$ cat src/rtl/reaction_round_controller_if.sv
// reaction_round_controller_if
// Player/session signals of the reaction-round controller. The slave
// modport is the controller's view and the master modport is the driver's view.
// Names carry the controller's direction: i_ = into the controller, o_ = out of it.
interface reaction_round_controller_if;
    logic       i_start;
    logic       i_react;
    logic       i_abort;
    logic       o_stimulus;
    logic       o_busy;
    logic [2:0] o_round_idx;
    logic [9:0] o_rt_ms;
    logic       o_rt_valid;
    logic       o_false_start;
    logic [9:0] o_best_ms;
    logic [9:0] o_avg_ms;
    logic       o_done;
    logic [2:0] o_state_code;

    modport slave (
        input  i_start, i_react, i_abort,
        output o_stimulus, o_busy, o_round_idx, o_rt_ms, o_rt_valid,
               o_false_start, o_best_ms, o_avg_ms, o_done, o_state_code
    );

    modport master (
        output i_start, i_react, i_abort,
        input  o_stimulus, o_busy, o_round_idx, o_rt_ms, o_rt_valid,
               o_false_start, o_best_ms, o_avg_ms, o_done, o_state_code
    );
endinterface

$ cat src/rtl/reaction_round_controller.sv
// reaction_round_controller
// Runs ROUNDS timed reaction rounds: pseudo-random pre-stimulus delay, stimulus,
// millisecond reaction measurement, false-start detection, best/average scoring.
// Optional feature macro: REACT_TIMEOUT_EN -- when defined, a round with no
// press is recorded as 999 ms as soon as the reaction counter saturates.
module reaction_round_controller #(
    parameter int CLK_HZ       = 50_000_000,
    parameter int ROUNDS       = 4,
    parameter int MIN_DELAY_MS = 1000,
    parameter int FAULT_MS     = 500
) (
    input  logic                        clk,
    input  logic                        reset,
    reaction_round_controller_if.slave  bus
);
    localparam int TICK_DIV = CLK_HZ / 1000;
    localparam int PW       = (TICK_DIV > 1) ? $clog2(TICK_DIV) : 1;
    localparam int LOG2_R   = $clog2(ROUNDS);

    localparam logic [2:0] S_IDLE   = 3'd0;
    localparam logic [2:0] S_ARM    = 3'd1;
    localparam logic [2:0] S_DELAY  = 3'd2;
    localparam logic [2:0] S_REACT  = 3'd3;
    localparam logic [2:0] S_RECORD = 3'd4;
    localparam logic [2:0] S_FAULT  = 3'd5;
    localparam logic [2:0] S_DONE   = 3'd6;

    localparam logic [9:0] MS_MAX = 10'd999;

    logic [2:0]    r_state;
    logic [2:0]    w_next;
    logic [PW-1:0] r_presc;
    logic          w_tick;
    logic          w_presc_clr;
    logic [15:0]   r_delay;
    logic [9:0]    r_ms;
    logic [9:0]    r_rt_cap;
    logic          r_react_q;
    logic          w_react_edge;
    logic [15:0]   r_lfsr;
    logic          w_lfsr_fb;
    logic [12:0]   r_sum;
    logic [2:0]    r_round;
    logic          w_last_round;
    logic          w_timeout;
    logic [9:0]    r_best;
    logic [9:0]    r_avg;
    logic [9:0]    r_rt_ms;

    logic          w_stimulus_d;
    logic          w_busy_d;
    logic          w_rt_valid_d;
    logic          w_false_start_d;
    logic          w_done_d;
    logic          r_stimulus;
    logic          r_busy;
    logic          r_rt_valid;
    logic          r_false_start;
    logic          r_done;

    assign w_tick       = (r_presc == {PW{1'b0}});
    assign w_react_edge = bus.i_react & ~r_react_q;
    assign w_last_round = (r_round == 3'(ROUNDS - 1));
    assign w_lfsr_fb    = r_lfsr[0] ^ r_lfsr[2] ^ r_lfsr[3] ^ r_lfsr[5];

`ifdef REACT_TIMEOUT_EN
    assign w_timeout = (r_ms == MS_MAX);
`else
    assign w_timeout = 1'b0;
`endif

    // The prescaler restarts whenever a timed phase (DELAY, REACT, FAULT) is entered.
    assign w_presc_clr = (w_next != r_state) &&
                         ((w_next == S_DELAY) || (w_next == S_REACT) || (w_next == S_FAULT));

    // State register.
    always_ff @(posedge clk) begin
        if (reset) begin
            r_state <= S_IDLE;
        end else begin
            r_state <= w_next;
        end
    end

    // Next-state logic; abort overrides every state.
    always_comb begin
        w_next = r_state;
        if (bus.i_abort) begin
            w_next = S_IDLE;
        end else begin
            case (r_state)
                S_IDLE:   if (bus.i_start) w_next = S_ARM; else w_next = S_IDLE;
                S_ARM:    w_next = S_DELAY;
                S_DELAY: begin
                    if (w_react_edge)              w_next = S_FAULT;
                    else if (r_delay == 16'd0)     w_next = S_REACT;
                    else                           w_next = S_DELAY;
                end
                S_REACT:  if (w_react_edge || w_timeout) w_next = S_RECORD; else w_next = S_REACT;
                S_RECORD: if (w_last_round) w_next = S_DONE; else w_next = S_ARM;
                S_FAULT:  if (r_delay == 16'd0) w_next = S_ARM; else w_next = S_FAULT;
                S_DONE:   w_next = S_IDLE;
                default:  w_next = S_IDLE;
            endcase
        end
    end

    // Output decode: next values of the registered status and pulse outputs.
    always_comb begin
        w_stimulus_d    = 1'b0;
        w_busy_d        = 1'b0;
        w_rt_valid_d    = 1'b0;
        w_false_start_d = 1'b0;
        w_done_d        = 1'b0;
        w_stimulus_d    = (w_next == S_REACT);
        w_busy_d        = (w_next != S_IDLE);
        w_rt_valid_d    = (r_state == S_RECORD) && (w_next != S_IDLE);
        w_false_start_d = (r_state == S_DELAY) && (w_next == S_FAULT);
        w_done_d        = (w_next == S_DONE);
    end

    // Registered outputs.
    always_ff @(posedge clk) begin
        if (reset) begin
            r_stimulus    <= 1'b0;
            r_busy        <= 1'b0;
            r_rt_valid    <= 1'b0;
            r_false_start <= 1'b0;
            r_done        <= 1'b0;
        end else begin
            r_stimulus    <= w_stimulus_d;
            r_busy        <= w_busy_d;
            r_rt_valid    <= w_rt_valid_d;
            r_false_start <= w_false_start_d;
            r_done        <= w_done_d;
        end
    end

    // Free-running LFSR and react edge history; react_q resets high so a held
    // button never looks like a fresh press.
    always_ff @(posedge clk) begin
        if (reset) begin
            r_lfsr    <= 16'hACE1;
            r_react_q <= 1'b1;
        end else begin
            r_lfsr    <= {w_lfsr_fb, r_lfsr[15:1]};
            r_react_q <= bus.i_react;
        end
    end

    // Millisecond prescaler: counts TICK_DIV-1 down to 0, ticking at 0.
    always_ff @(posedge clk) begin
        if (reset) begin
            r_presc <= PW'(TICK_DIV - 1);
        end else if (w_presc_clr || w_tick) begin
            r_presc <= PW'(TICK_DIV - 1);
        end else begin
            r_presc <= r_presc - {{(PW-1){1'b0}}, 1'b1};
        end
    end

    // Shared down-counter: pre-stimulus delay in DELAY, hold time in FAULT.
    always_ff @(posedge clk) begin
        if (reset) begin
            r_delay <= 16'd0;
        end else begin
            case (r_state)
                S_ARM:   r_delay <= 16'(MIN_DELAY_MS) + {5'd0, r_lfsr[10:0]};
                S_DELAY: begin
                    if (w_next == S_FAULT)                 r_delay <= 16'(FAULT_MS);
                    else if (w_tick && (r_delay != 16'd0)) r_delay <= r_delay - 16'd1;
                    else                                   r_delay <= r_delay;
                end
                S_FAULT: begin
                    if (w_tick && (r_delay != 16'd0)) r_delay <= r_delay - 16'd1;
                    else                              r_delay <= r_delay;
                end
                default: r_delay <= r_delay;
            endcase
        end
    end

    // Reaction counter (saturating at 999) and capture of its value on the press.
    always_ff @(posedge clk) begin
        if (reset) begin
            r_ms     <= 10'd0;
            r_rt_cap <= 10'd0;
        end else begin
            if ((r_state == S_DELAY) && (w_next == S_REACT)) begin
                r_ms <= 10'd0;
            end else if ((r_state == S_REACT) && w_tick && (r_ms != MS_MAX)) begin
                r_ms <= r_ms + 10'd1;
            end else begin
                r_ms <= r_ms;
            end
            if ((r_state == S_REACT) && (w_next == S_RECORD)) begin
                r_rt_cap <= r_ms;
            end else begin
                r_rt_cap <= r_rt_cap;
            end
        end
    end

    // Session scoring: round index, running sum, best, last result, average.
    always_ff @(posedge clk) begin
        if (reset) begin
            r_round <= 3'd0;
            r_sum   <= 13'd0;
            r_best  <= MS_MAX;
            r_avg   <= 10'd0;
            r_rt_ms <= 10'd0;
        end else begin
            if ((r_state == S_IDLE) && (w_next == S_ARM)) begin
                r_round <= 3'd0;
                r_sum   <= 13'd0;
                r_best  <= MS_MAX;
            end else if ((r_state == S_RECORD) && (w_next != S_IDLE)) begin
                r_sum   <= r_sum + {3'd0, r_rt_cap};
                r_best  <= (r_rt_cap < r_best) ? r_rt_cap : r_best;
                r_rt_ms <= r_rt_cap;
                if (w_next == S_ARM) begin
                    r_round <= r_round + 3'd1;
                end else begin
                    r_round <= r_round;
                end
            end else if ((r_state == S_DONE) && !bus.i_abort) begin
                r_avg <= 10'(r_sum >> LOG2_R);
            end else begin
                r_round <= r_round;
            end
        end
    end

    assign bus.o_stimulus    = r_stimulus;
    assign bus.o_busy        = r_busy;
    assign bus.o_round_idx   = r_round;
    assign bus.o_rt_ms       = r_rt_ms;
    assign bus.o_rt_valid    = r_rt_valid;
    assign bus.o_false_start = r_false_start;
    assign bus.o_best_ms     = r_best;
    assign bus.o_avg_ms      = r_avg;
    assign bus.o_done        = r_done;
    assign bus.o_state_code  = r_state;
endmodule

$ cat src/flat_wrapper.sv
// flat-port wrapper written by rule: the top's interface ports become plain ports
module reaction_round_controller_flat 
#(
    parameter int CLK_HZ       = 50_000_000,
    parameter int ROUNDS       = 4,
    parameter int MIN_DELAY_MS = 1000,
    parameter int FAULT_MS     = 500
)
  (clk, reset, bus_i_start, bus_i_react, bus_i_abort, bus_o_stimulus, bus_o_busy, bus_o_round_idx, bus_o_rt_ms, bus_o_rt_valid, bus_o_false_start, bus_o_best_ms, bus_o_avg_ms, bus_o_done, bus_o_state_code);
  reaction_round_controller_if bus_i ();
  input  logic clk;
  input  logic reset;
  input wire logic [$bits(bus_i.i_start)-1:0] bus_i_start;
  input wire logic [$bits(bus_i.i_react)-1:0] bus_i_react;
  input wire logic [$bits(bus_i.i_abort)-1:0] bus_i_abort;
  output wire logic [$bits(bus_i.o_stimulus)-1:0] bus_o_stimulus;
  output wire logic [$bits(bus_i.o_busy)-1:0] bus_o_busy;
  output wire logic [$bits(bus_i.o_round_idx)-1:0] bus_o_round_idx;
  output wire logic [$bits(bus_i.o_rt_ms)-1:0] bus_o_rt_ms;
  output wire logic [$bits(bus_i.o_rt_valid)-1:0] bus_o_rt_valid;
  output wire logic [$bits(bus_i.o_false_start)-1:0] bus_o_false_start;
  output wire logic [$bits(bus_i.o_best_ms)-1:0] bus_o_best_ms;
  output wire logic [$bits(bus_i.o_avg_ms)-1:0] bus_o_avg_ms;
  output wire logic [$bits(bus_i.o_done)-1:0] bus_o_done;
  output wire logic [$bits(bus_i.o_state_code)-1:0] bus_o_state_code;
  assign bus_i.i_start = bus_i_start;
  assign bus_i.i_react = bus_i_react;
  assign bus_i.i_abort = bus_i_abort;
  assign bus_o_stimulus = bus_i.o_stimulus;
  assign bus_o_busy = bus_i.o_busy;
  assign bus_o_round_idx = bus_i.o_round_idx;
  assign bus_o_rt_ms = bus_i.o_rt_ms;
  assign bus_o_rt_valid = bus_i.o_rt_valid;
  assign bus_o_false_start = bus_i.o_false_start;
  assign bus_o_best_ms = bus_i.o_best_ms;
  assign bus_o_avg_ms = bus_i.o_avg_ms;
  assign bus_o_done = bus_i.o_done;
  assign bus_o_state_code = bus_i.o_state_code;
  reaction_round_controller #(.CLK_HZ(CLK_HZ), .ROUNDS(ROUNDS), .MIN_DELAY_MS(MIN_DELAY_MS), .FAULT_MS(FAULT_MS)) u_core (.clk(clk), .reset(reset), .bus(bus_i));
endmodule
$ cat config.mk
export PLATFORM = sky130hd
export DESIGN_NAME = reaction_round_controller_flat
export DESIGN_NICKNAME = d
export VERILOG_FILES = /design/src/rtl/reaction_round_controller_if.sv /design/src/rtl/reaction_round_controller.sv /design/src/flat_wrapper.sv
export SDC_FILE = /design/constraint.sdc
export NUM_CORES = 1
export LEC_CHECK = 0
export ABC_AREA = 0
export CAP_MARGIN = 20
export CORE_ASPECT_RATIO = 2
export CORE_UTILIZATION = 39
export DETAILED_ROUTE_END_ITERATION = 8
export PLACE_DENSITY = 0.56
export RECOVER_POWER = 50
export SYNTH_ARGS = -nofsm -noshare
export SYNTH_HDL_FRONTEND = slang
export SYNTH_SLANG_ARGS = --single-unit
$ cat constraint.sdc
create_clock -name clk -period 2.9 [get_ports clk]
set_input_delay 0.435 -clock clk [delete_from_list [all_inputs] [get_ports clk]]
set_output_delay 0.435 -clock clk [all_outputs]
set_load 0.03 [all_outputs]
==> qor.yml, run 1 <==
antenna_left: 0
routed_wl_um: 14700
required_ns: 3.18
arrival_ns: 2.72
htree_num_levels: 4
fp.dieH_um: 176
grt_setup_unrepaired: "no"
synth-async-reset-ratio: 0
cts_buffers: 17
clock_skew_ns: 0.0114
synthCells: 679
yosys-top-cells-count: "dfxtp_1, nand2_1, nor2_1, a21oi_1, nand3_1"
final_util: 0.487
worst_pin_slew_ns: 1.21
path_class: "flip-flop to flip-flop"
start_kind: "flip-flop"
clock-sinks: 122
post_cts_buffers: 0
area_growth_pct: 22.3
wire_per_inst_um: 15.7
coreArea_um2: 14700
cts_buffer_depth: 2
cap_violations: 0
grt_max_degree: 62
hold_viol: 0
use_met3: 0.0465
die_x_um: 88.8
ys_seq_area_frac: 0.416
syn-num-nets: 711
powerDensity_nw_per_um2: 583
drc: 0
ys_seq_elements: 122
cts_resized: 0
place_congestion: 0.841
synthFlopType: "dfxtp_1"
final.setup.tns_ns: 0
io_buffer_count: 45
synth_top_area_frac: 0.416
synth_top_cell_by_area: "dfxtp_1"
cts_tree: "yes"
grt_first_pass_wirelength_um: 23900
synth_most_common_cell: "dfxtp_1"
cts.clk_slew.worst_paths_ns: 0.06
drt-initial-drc-count: 187
start_util: 0.399
yosys-top-cells-area: "dfxtp_1, ha_1, nand2_1"
hp-class: "flip-flop to flip-flop"
max_freq_mhz: 410
end_kind: "flip-flop"
final_layout_size_suffix_gt1_frac: 0.109
hpwl_um: 11000
post-route-cell-area_um2: 7180
ctsHoldBuffers: 0
irDropWorstVdd_v: 0.000364
setup_violations: 0
grtUsageTotal: 0.202
r2r_cells: 8
hold_path_depth: 1
postPlaceCellArea_um2: 6590
use_met1: 0.195
final_nets: 764
vias: 4923
synth_edf_count: 0
io_pins: 46
fillers: 1479
final_max_slew_viol_count: 0
globalRouteMet2Util: 0.390
ys_warn_count: 0
cts-root-buf: "clkbuf_16"
outcome: "finished clean"
grt_overflow: 0
antenna_found_initial: 0
synth.avg_cell_area_um2: 8.65
std_cell_rows: 63
post-route-period-util: 0.842
vias_per_cell: 5.24
grt-busiest-layer: "met2"
clk-insertion-delay-late_ns: 0.42
critPathMaxFanout: 8
ys_types: 71
final.min_clock_period_ns: 2.44
num_antenna_cells: 0
die-area_um2: 15600
p_leak_uw: 0.00290
relSlewSlack: 0.194
first_pass_iters: 4
synth_area_um2: 5870
grt_pass1_vias: 4917
-- sequential cells by signal (all words and copies together), names as in the netlist, 3 cells and up --
| signal | count |
|---|---|
| u_core.bus.o_avg_ms | 10 |
| u_core.bus.o_best_ms | 10 |
| u_core.bus.o_round_idx | 3 |
| u_core.bus.o_rt_ms | 10 |
| u_core.bus.o_state_code | 3 |
| u_core.r_delay | 16 |
| u_core.r_lfsr | 16 |
| u_core.r_ms | 10 |
| u_core.r_presc | 16 |
| u_core.r_rt_cap | 10 |
| u_core.r_sum | 12 |
-- layout make-up --
class                   instances  area, um2  area share
well taps                     195        244      0.0340
inverters                      24       90.1      0.0125
repair buffers                 63        569      0.0793
clock buffers                  21        470      0.0655
multi-input cells             504       3220       0.449
clock inverters                11        144      0.0200
flip-flops and latches        122       2440       0.340
-- routing by layer --
layer / vias up / share of wire
met5: - / 0
met4: 0 / 0.032
met3: 34 / 0.031
met2: 82 / 0.56
met1: 2329 / 0.37
li1: 2478 / -
-- worst paths after layout --
check                        to               from  slack, ns
max          u_core.r_presc[11]  u_core.r_delay[0]       0.46
min           u_core.r_lfsr[13]  u_core.r_lfsr[14]       0.41
max reg2reg  u_core.r_presc[11]  u_core.r_delay[0]       0.46
min reg2reg   u_core.r_lfsr[13]  u_core.r_lfsr[14]       0.41
-- cell usage in the layout (no fill, tap or decap), types with 3 or more instances in the layout --
master / n
nor3_1: 23
buf_4: 15
clkinv_2: 3
nand4_1: 9
bufinv_16: 3
xor2_1: 20
clkbuf_1: 4
o21a_1: 5
dfxtp_1: 122
clkdlybuf4s50_1: 7
nand3_1: 28
nor3b_1: 3
nor4_1: 8
and2_1: 3
a22oi_1: 3
nor2b_1: 17
o22ai_1: 7
or2_2: 11
dlygate4sd3_1: 37
o21ai_0: 20
nand2b_1: 10
o21ai_1: 4
mux2i_1: 14
a211oi_1: 5
nor4_2: 3
ha_1: 26
or3_1: 10
clkinvlp_4: 4
a31oi_1: 4
nand2_1: 80
clkbuf_16: 17
inv_1: 24
a21o_1: 8
nor2_1: 67
xnor2_1: 25
a21oi_1: 42
clkbuf_8: 3
-- logic make-up (layout without fill, tap and decap cells) --
kind of cell | after synthesis | count (layout) | synth area share
flip-flops | 122 | 122 | 0.416
multiplexers | 14 | 14 | 0.0239
AO/OA/AOI/OAI | 127 | 127 | 0.145
AND/OR/NAND/NOR | 291 | 291 | 0.254
XOR/XNOR | 45 | 45 | 0.0671
adder cells (fa/ha/maj) | 27 | 27 | 0.0588
buffers and inverters | 53 | 119 | 0.0356
-- critical path: stages (launching register included) --
cell      delay [ns]
dfxtp_1         0.34
inv_1           0.09
ha_1            0.17
nor3b_1         0.26
nand4_2         0.32
o221ai_2        0.34
a221oi_1        0.17
a211oi_2        0.51
nor2_1          0.11
-- where the power goes --
group | internal, uW | leakage (uW) | switching, uW | total (uW)
combinational | 92.4 | 0.00162 | 147 | 239
sequential | 1720 | 0.000990 | 47.9 | 1770
clock | 1420 | 0.000291 | 762 | 2180
total | 3230 | 0.00290 | 957 | 4190
-- per-stage QoR --
| step | setup WS, ns | hold WS [ns] | power, uW | cells |
|---|---|---|---|---|
| finish | 0.458 | 0.407 | 4190 | 940 |
| floorplan | 0.691 | 0.389 | 1980 | 679 |
| global placement | 0.337 | 0.393 | 2040 | 908 |
| CTS | 0.419 | 0.353 | 4240 | 940 |
| detailed placement | 0.292 | 0.396 | 2050 | 908 |
| global route | 0.214 | 0.426 | 4350 | 940 |
(Power assumes the default switching activity.)
==> inputs of run 2 (changes only) <==
--- a/config.mk
+++ b/config.mk
@@ -10,7 +10,7 @@
 export CORE_ASPECT_RATIO = 2
 export CORE_UTILIZATION = 39
 export DETAILED_ROUTE_END_ITERATION = 8
-export PLACE_DENSITY = 0.56
+export PLACE_DENSITY = 0.58
 export RECOVER_POWER = 50
 export SYNTH_ARGS = -nofsm -noshare
 export SYNTH_HDL_FRONTEND = slang
==> constraint.sdc (replaced) <==
create_clock -name clk -period 2.2 [get_ports clk]
set_input_delay 0.33 -clock clk [delete_from_list [all_inputs] [get_ports clk]]
set_output_delay 0.33 -clock clk [all_outputs]
set_load 0.03 [all_outputs]
==> run 2 against run 1 <==
Register-to-register slack got worse by 0.39 ns. Largest power group unchanged. Sequential power is 31% higher. Combinational power up 88%. Clock power up 31%. Worst setup slack worse by 0.39 ns. Design area rose by 7.6%. Critical endpoint is now u_core.r_delay[12]. Highest routed layer unchanged. Sequential share of layout area is 2.4 points lower.
==> qor.yml, run 2 (synthesized netlist as in run 1, its figures left out) <==
outcome: "finished clean"
critPathMaxFanout: 10  # +2
coreArea_um2: 14700  # unchanged
irDropWorstVdd_v: 0.000525  # +44%
final_layout_size_suffix_gt1_frac: 0.186  # +0.0778
hpwl_um: 11800  # +7.6%
io_pins: 46  # unchanged
post-route-period-util: 0.967  # +0.125
grt_max_degree: 61  # -1.6%
final_common_cell: "dfxtp_1"
start_util: 0.399  # unchanged
fp.dieH_um: 176  # unchanged
r2r_slack_ns: 0.07  # -0.39 ns
drt-initial-drc-count: 208  # +11%
powerDensity_nw_per_um2: 729  # +25%
place_congestion: 0.848  # +0.86%
htree_num_levels: 4  # unchanged
grtUsageTotal: 0.210  # +0.00728
antenna_found_initial: 0  # unchanged
path_class: "flip-flop to flip-flop"
final.setup.tns_ns: 0  # unchanged
cts.clk_slew.worst_paths_ns: 0.06  # about the same
drc: 0  # unchanged
antenna_left: 0  # unchanged
setup_violations: 0  # unchanged
final_util: 0.524  # +0.0372
r2r_cells: 7  # -1
clk-insertion-delay-late_ns: 0.41  # about the same
clock-sinks: 122  # unchanged
final_nets: 818  # +7.1%
fillers: 1389  # -6.1%
min_to: "u_core.r_lfsr[13]"
finalPower_uw: 5630  # +35%
hp-class: "flip-flop to flip-flop"
clock_skew_ns: 0.0109  # -0.000558 ns
final_max_slew_viol_count: 0  # unchanged
max_freq_mhz: 470  # +15%
hold_start: "u_core.r_lfsr[14]"
cap_violations: 0  # unchanged
arrival_ns: 2.44  # -0.28 ns
num_antenna_cells: 0  # unchanged
hold_viol: 0  # unchanged
worstReg2RegStart: "u_core.r_delay[6]"
largestRegisters: "u_core.r_delay x16, u_core.r_lfsr x16, u_core.r_presc x16"
io_buffer_count: 45  # unchanged
cts-root-buf: "clkbuf_16"
std_cell_rows: 63  # unchanged
start_kind: "flip-flop"
grt_overflow: 0  # unchanged
crit_path_start: "u_core.r_delay[6]"
worst_pin_slew_ns: 0.866  # -0.342 ns
area_growth_pct: 31.6
r2r_end: "u_core.r_delay[12]"
hold_path_depth: 1  # unchanged
relSlewSlack: 0.423  # +0.228
wire_per_inst_um: 15.6  # -0.20%
die_x_um: 88.8  # unchanged
cts_buffers: 17  # unchanged
cts_tree: "yes"
vias_per_cell: 5.25  # +0.33%
required_ns: 2.51  # -0.67 ns
routed_wl_um: 15500  # +5.5%
die-area_um2: 15600  # unchanged
first_pass_iters: 4  # unchanged
ctsHoldBuffers: 0  # unchanged
grt_pass1_vias: 5331  # +8.4%
final.min_clock_period_ns: 2.13  # -0.315 ns
end_kind: "flip-flop"
grt_first_pass_wirelength_um: 25000  # +4.3%
hold_ws_ns: 0.411  # +0.00431 ns
cts_buffer_depth: 2  # unchanged
p_leak_uw: 0.00318  # +9.6%
vias: 5223  # +6.1%
final_cell_mix: "dfxtp_1, nand2_1, nor2_1, buf_4, a21oi_1"
-- run 2: critical path: stages, from the launching register on --
cell and delay (ns):
dfxtp_1 0.31, nor4_2 0.50, nand4_4 0.22, buf_4 0.22, nand3_4 0.17, nor4_4 0.05, or2_2 0.28, a311oi_1 0.27
-- run 2: layout make-up --
class,count,area [um2],area share
Multi-Input combinational cell,504,3350,0.433
Sequential cell,122,2440,0.316
Timing Repair Buffer,117,991,0.128
Clock buffer,22,474,0.0613
Tap cell,195,244,0.0316
Clock inverter,10,140,0.0181
Inverter,24,90.1,0.0117
-- run 2: how the worst max path moves through the flow --
stage	endpoint	slack, ns	cells after the start
2_1_floorplan	u_core.r_presc[9]	0.01	9
3_3_place_gp	u_core.bus.o_best_ms[7]	-0.14	7
3_5_place_dp	u_core.bus.o_best_ms[3]	-0.20	7
4_1_cts	u_core.r_presc[13]	-0.06	7
5_1_grt	u_core.bus.o_round_idx[2]	-0.02	7
6_report	u_core.r_delay[12]	0.07	7
-- run 2: per-layer routing --
metal | up-vias | GRT usage | wire length [um]
met5 | - | 0 | 0
met4 | 0 | 0.133 | 840
met3 | 49 | 0.0362 | 365
met2 | 96 | 0.399 | 8700
met1 | 2485 | 0.196 | 5630
li1 | 2593 | - | -
-- run 2: power by group --
group / total, uW / internal, uW / switching [uW]
sequential: 2320 / 2270 / 47.8
clock: 2860 / 1870 / 991
combinational: 449 / 206 / 243
total: 5630 / 4350 / 1280
-- run 2: timing repair --
item	4_1_cts	5_1_grt
pin swaps	1	6
gates resized for setup	1	24
setup endpoints to repair	8	44
setup buffers	0	3
-- run 2: stage by stage --
stage / instances / worst slack (ns) / instance area (um2)
after floorplan: 679 / 0.0108 / 5880
after global placement: 959 / -0.142 / 6990
after detailed placement: 959 / -0.200 / 6990
after CTS: 991 / -0.0559 / 7610
after global routing: 994 / -0.0167 / 7730
final: 994 / 0.0734 / 7730
==> inputs of run 3 (changes only) <==
--- a/config.mk
+++ b/config.mk
@@ -8,6 +8,7 @@
 export ABC_AREA = 0
 export CAP_MARGIN = 20
 export CORE_ASPECT_RATIO = 2
+export CORE_MARGIN = 5
 export CORE_UTILIZATION = 39
 export DETAILED_ROUTE_END_ITERATION = 8
 export PLACE_DENSITY = 0.58
==> run 3 against run 2 <==
Critical path depth fell by 5. Cell count fell by 0.80%. Flip-flop and latch count did not move. Clock skew rose by 0.0023 ns. Maximum frequency rose by 0.71%. Sequential power barely moved. Global-route usage fell by 3.2 points. Die area rose by 14%. Core utilization fell by 0.85 points. Clock-buffer cell count fell by 3. Combinational power barely moved.
==> qor.yml, run 3 (synthesized netlist as in run 1, its figures left out) <==
outcome: "finished clean"
antenna_found_initial: 0  # unchanged
wire_per_inst_um: 15.9  # +1.8%
cap_violations: 0  # unchanged
final_max_slew_viol_count: 0  # unchanged
max_freq_mhz: 474  # +0.71%
antenna_left: 0  # unchanged
htree_num_levels: 4  # unchanged
seqCellArea_um2: 2440  # about the same
switching_share: 0.243  # +0.0157
p_int_uw: 4180  # -3.8%
vias_per_cell: 5.28  # +0.52%
relSlewSlack: 0.507  # +0.0845
powerDensity_nw_per_um2: 723  # -0.76%
std_cell_rows: 63  # unchanged
final_nets: 810  # -0.98%
die-area_um2: 17800  # +14%
arrival_ns: 1.78  # -0.66 ns
area_growth_pct: 30.2
cts-root-buf: "clkbuf_16"
cts_buffer_depth: 2  # unchanged
grt_overflow: 0  # unchanged
grt_first_pass_wirelength_um: 25700  # +2.9%
place_inst: 948  # -1.1%
crit_chain: "buf_4 > clkdlybuf4s50_1"
clock_skew_ns: 0.0132  # +0.00232 ns
fp.dieH_um: 184  # +4.6%
worst_pin_slew_ns: 0.734  # -0.132 ns
routed_wl_um: 15700  # +0.94%
hp-class: "flip-flop to flip-flop"
clock-sinks: 122  # unchanged
drc: 0  # unchanged
comb_power_share: 0.081  # about the same
p_leak_uw: 0.00315  # -1.0%
start_kind: "flip-flop"
vias: 5208  # -0.29%
num_antenna_cells: 0  # unchanged
critical-path-max-stage-delay_ns: 0.69  # +0.19 ns
grt_pass1_vias: 5329  # -0.038%
finalPower_uw: 5530  # -1.9%
first_pass_iters: 5  # +1
final.min_clock_period_ns: 2.11  # -0.0150 ns
slowest_stage: "clkdlybuf4s50_1"
path_class: "flip-flop to primary output"
grtUsageTotal: 0.178  # -0.0317
final_common_cell: "dfxtp_1"
largestRegisters: "u_core.r_delay x16, u_core.r_lfsr x16, u_core.r_presc x16"
irDropWorstVdd_v: 0.000531  # +1.1%
critPathMaxFanout: 11  # +1
start_util: 0.396  # -0.00212
hpwl_um: 11500  # -2.3%
p_sw_uw: 1340  # +4.9%
end_kind: "primary output"
final_util: 0.516  # -0.00853
final_layout_size_suffix_gt1_frac: 0.180  # -0.00696
hold_viol: 0  # unchanged
clk-insertion-delay-late_ns: 0.41  # about the same
p_clk_frac: 0.499  # -0.009
fillers: 1457  # +4.9%
setup_violations: 0  # unchanged
pwr-share-seq: 0.420  # +0.008
place_congestion: 0.901  # +6.3%
cts_buffers: 17  # unchanged
io_buffer_count: 45  # unchanged
grt_max_degree: 73  # +20%
required_ns: 1.87  # -0.64 ns
final_cell_mix: "dfxtp_1, nand2_1, nor2_1"
cts.clk_slew.worst_paths_ns: 0.06  # about the same
post-route-period-util: 0.960  # -0.00681
io_pins: 46  # unchanged
stdcell_count: 986  # -0.80%
multi_input_area_um2: 3340  # -0.19%
drt-initial-drc-count: 185  # -11%
coreArea_um2: 14800  # +0.53%
cts_tree: "yes"
die_x_um: 96.8  # +9.0%
-- run 3: cell count changes in the layout (fill, tap and decap cells not counted), moves of 2 or more --
cell and change:
dlygate4sd3_1 +3, clkbuf_8 -2, buf_4 -8, clkdlybuf4s50_1 -3
nor3_2 +2, or3_4 -2, or3_1 +2, clkinv_4 +3
-- run 3: metrics by stage --
stage | TNS [ns] | setup WS, ns | cell area [um2] | hold WS, ns
floorplan | 0 | 0.0108 | 5880 | 0.389
global placement | -3.13 | -0.199 | 6920 | 0.405
detailed placement | -4.75 | -0.265 | 6920 | 0.399
CTS | -0.0281 | -0.0171 | 7550 | 0.409
global route | -0.00180 | -0.000955 | 7650 | 0.419
finish | 0 | 0.0884 | 7650 | 0.414
-- run 3: worst max-delay path: cells and delay by family, from the launching register on --
family	cells	cell delay [ns]
buf+inv	2	0.92
flops	1	0.45
-- run 3: path summary, 6_finish.rpt --
kind	endpoint	slack, ns	from	cells after the start
worst min-delay path	u_core.r_lfsr[13]	0.41	u_core.r_lfsr[14]	1
worst max register to register	u_core.r_presc[15]	0.10	u_core.r_presc[4]	6
worst max-delay path	bus_o_state_code[1]	0.09	u_core.bus.o_state_code[1]	2
worst min register to register	u_core.r_lfsr[13]	0.41	u_core.r_lfsr[14]	1
-- run 3: layout make-up --
type                    instances  area share
clock inverters                13      0.0190
well taps                     195      0.0319
multi-input cells             504       0.437
inverters                      24      0.0118
flip-flops and latches        122       0.319
repair buffers                109       0.123
clock buffers                  19      0.0579
-- run 3: what timing repair did --
| action | 4_1_cts | 5_1_grt |
|---|---|---|
| setup buffers | 2 | 4 |
| hold buffers | 0 | 0 |
| resized for setup | 6 | 16 |
| endpoints found under the setup margin | 13 | 47 |
| pin swaps | 2 | 4 |
-- run 3: per-layer routing --
layer / up-vias / wire, um / GRT usage
met5: - / 0 / 0
met4: 0 / 813 / 0.100
met3: 44 / 409 / 0.0349
met2: 119 / 8680 / 0.345
met1: 2477 / 5770 / 0.172
li1: 2568 / - / -
-- run 3: power groups by stage --
stage	Clock, uW	Sequential [uW]	Combinational [uW]
2_1_floorplan	0	2370	238
3_3_place_gp	0	2360	382
3_5_place_dp	0	2370	391
4_1_cts	2810	2320	410
5_1_grt	2920	2330	486
6_report	2760	2320	446
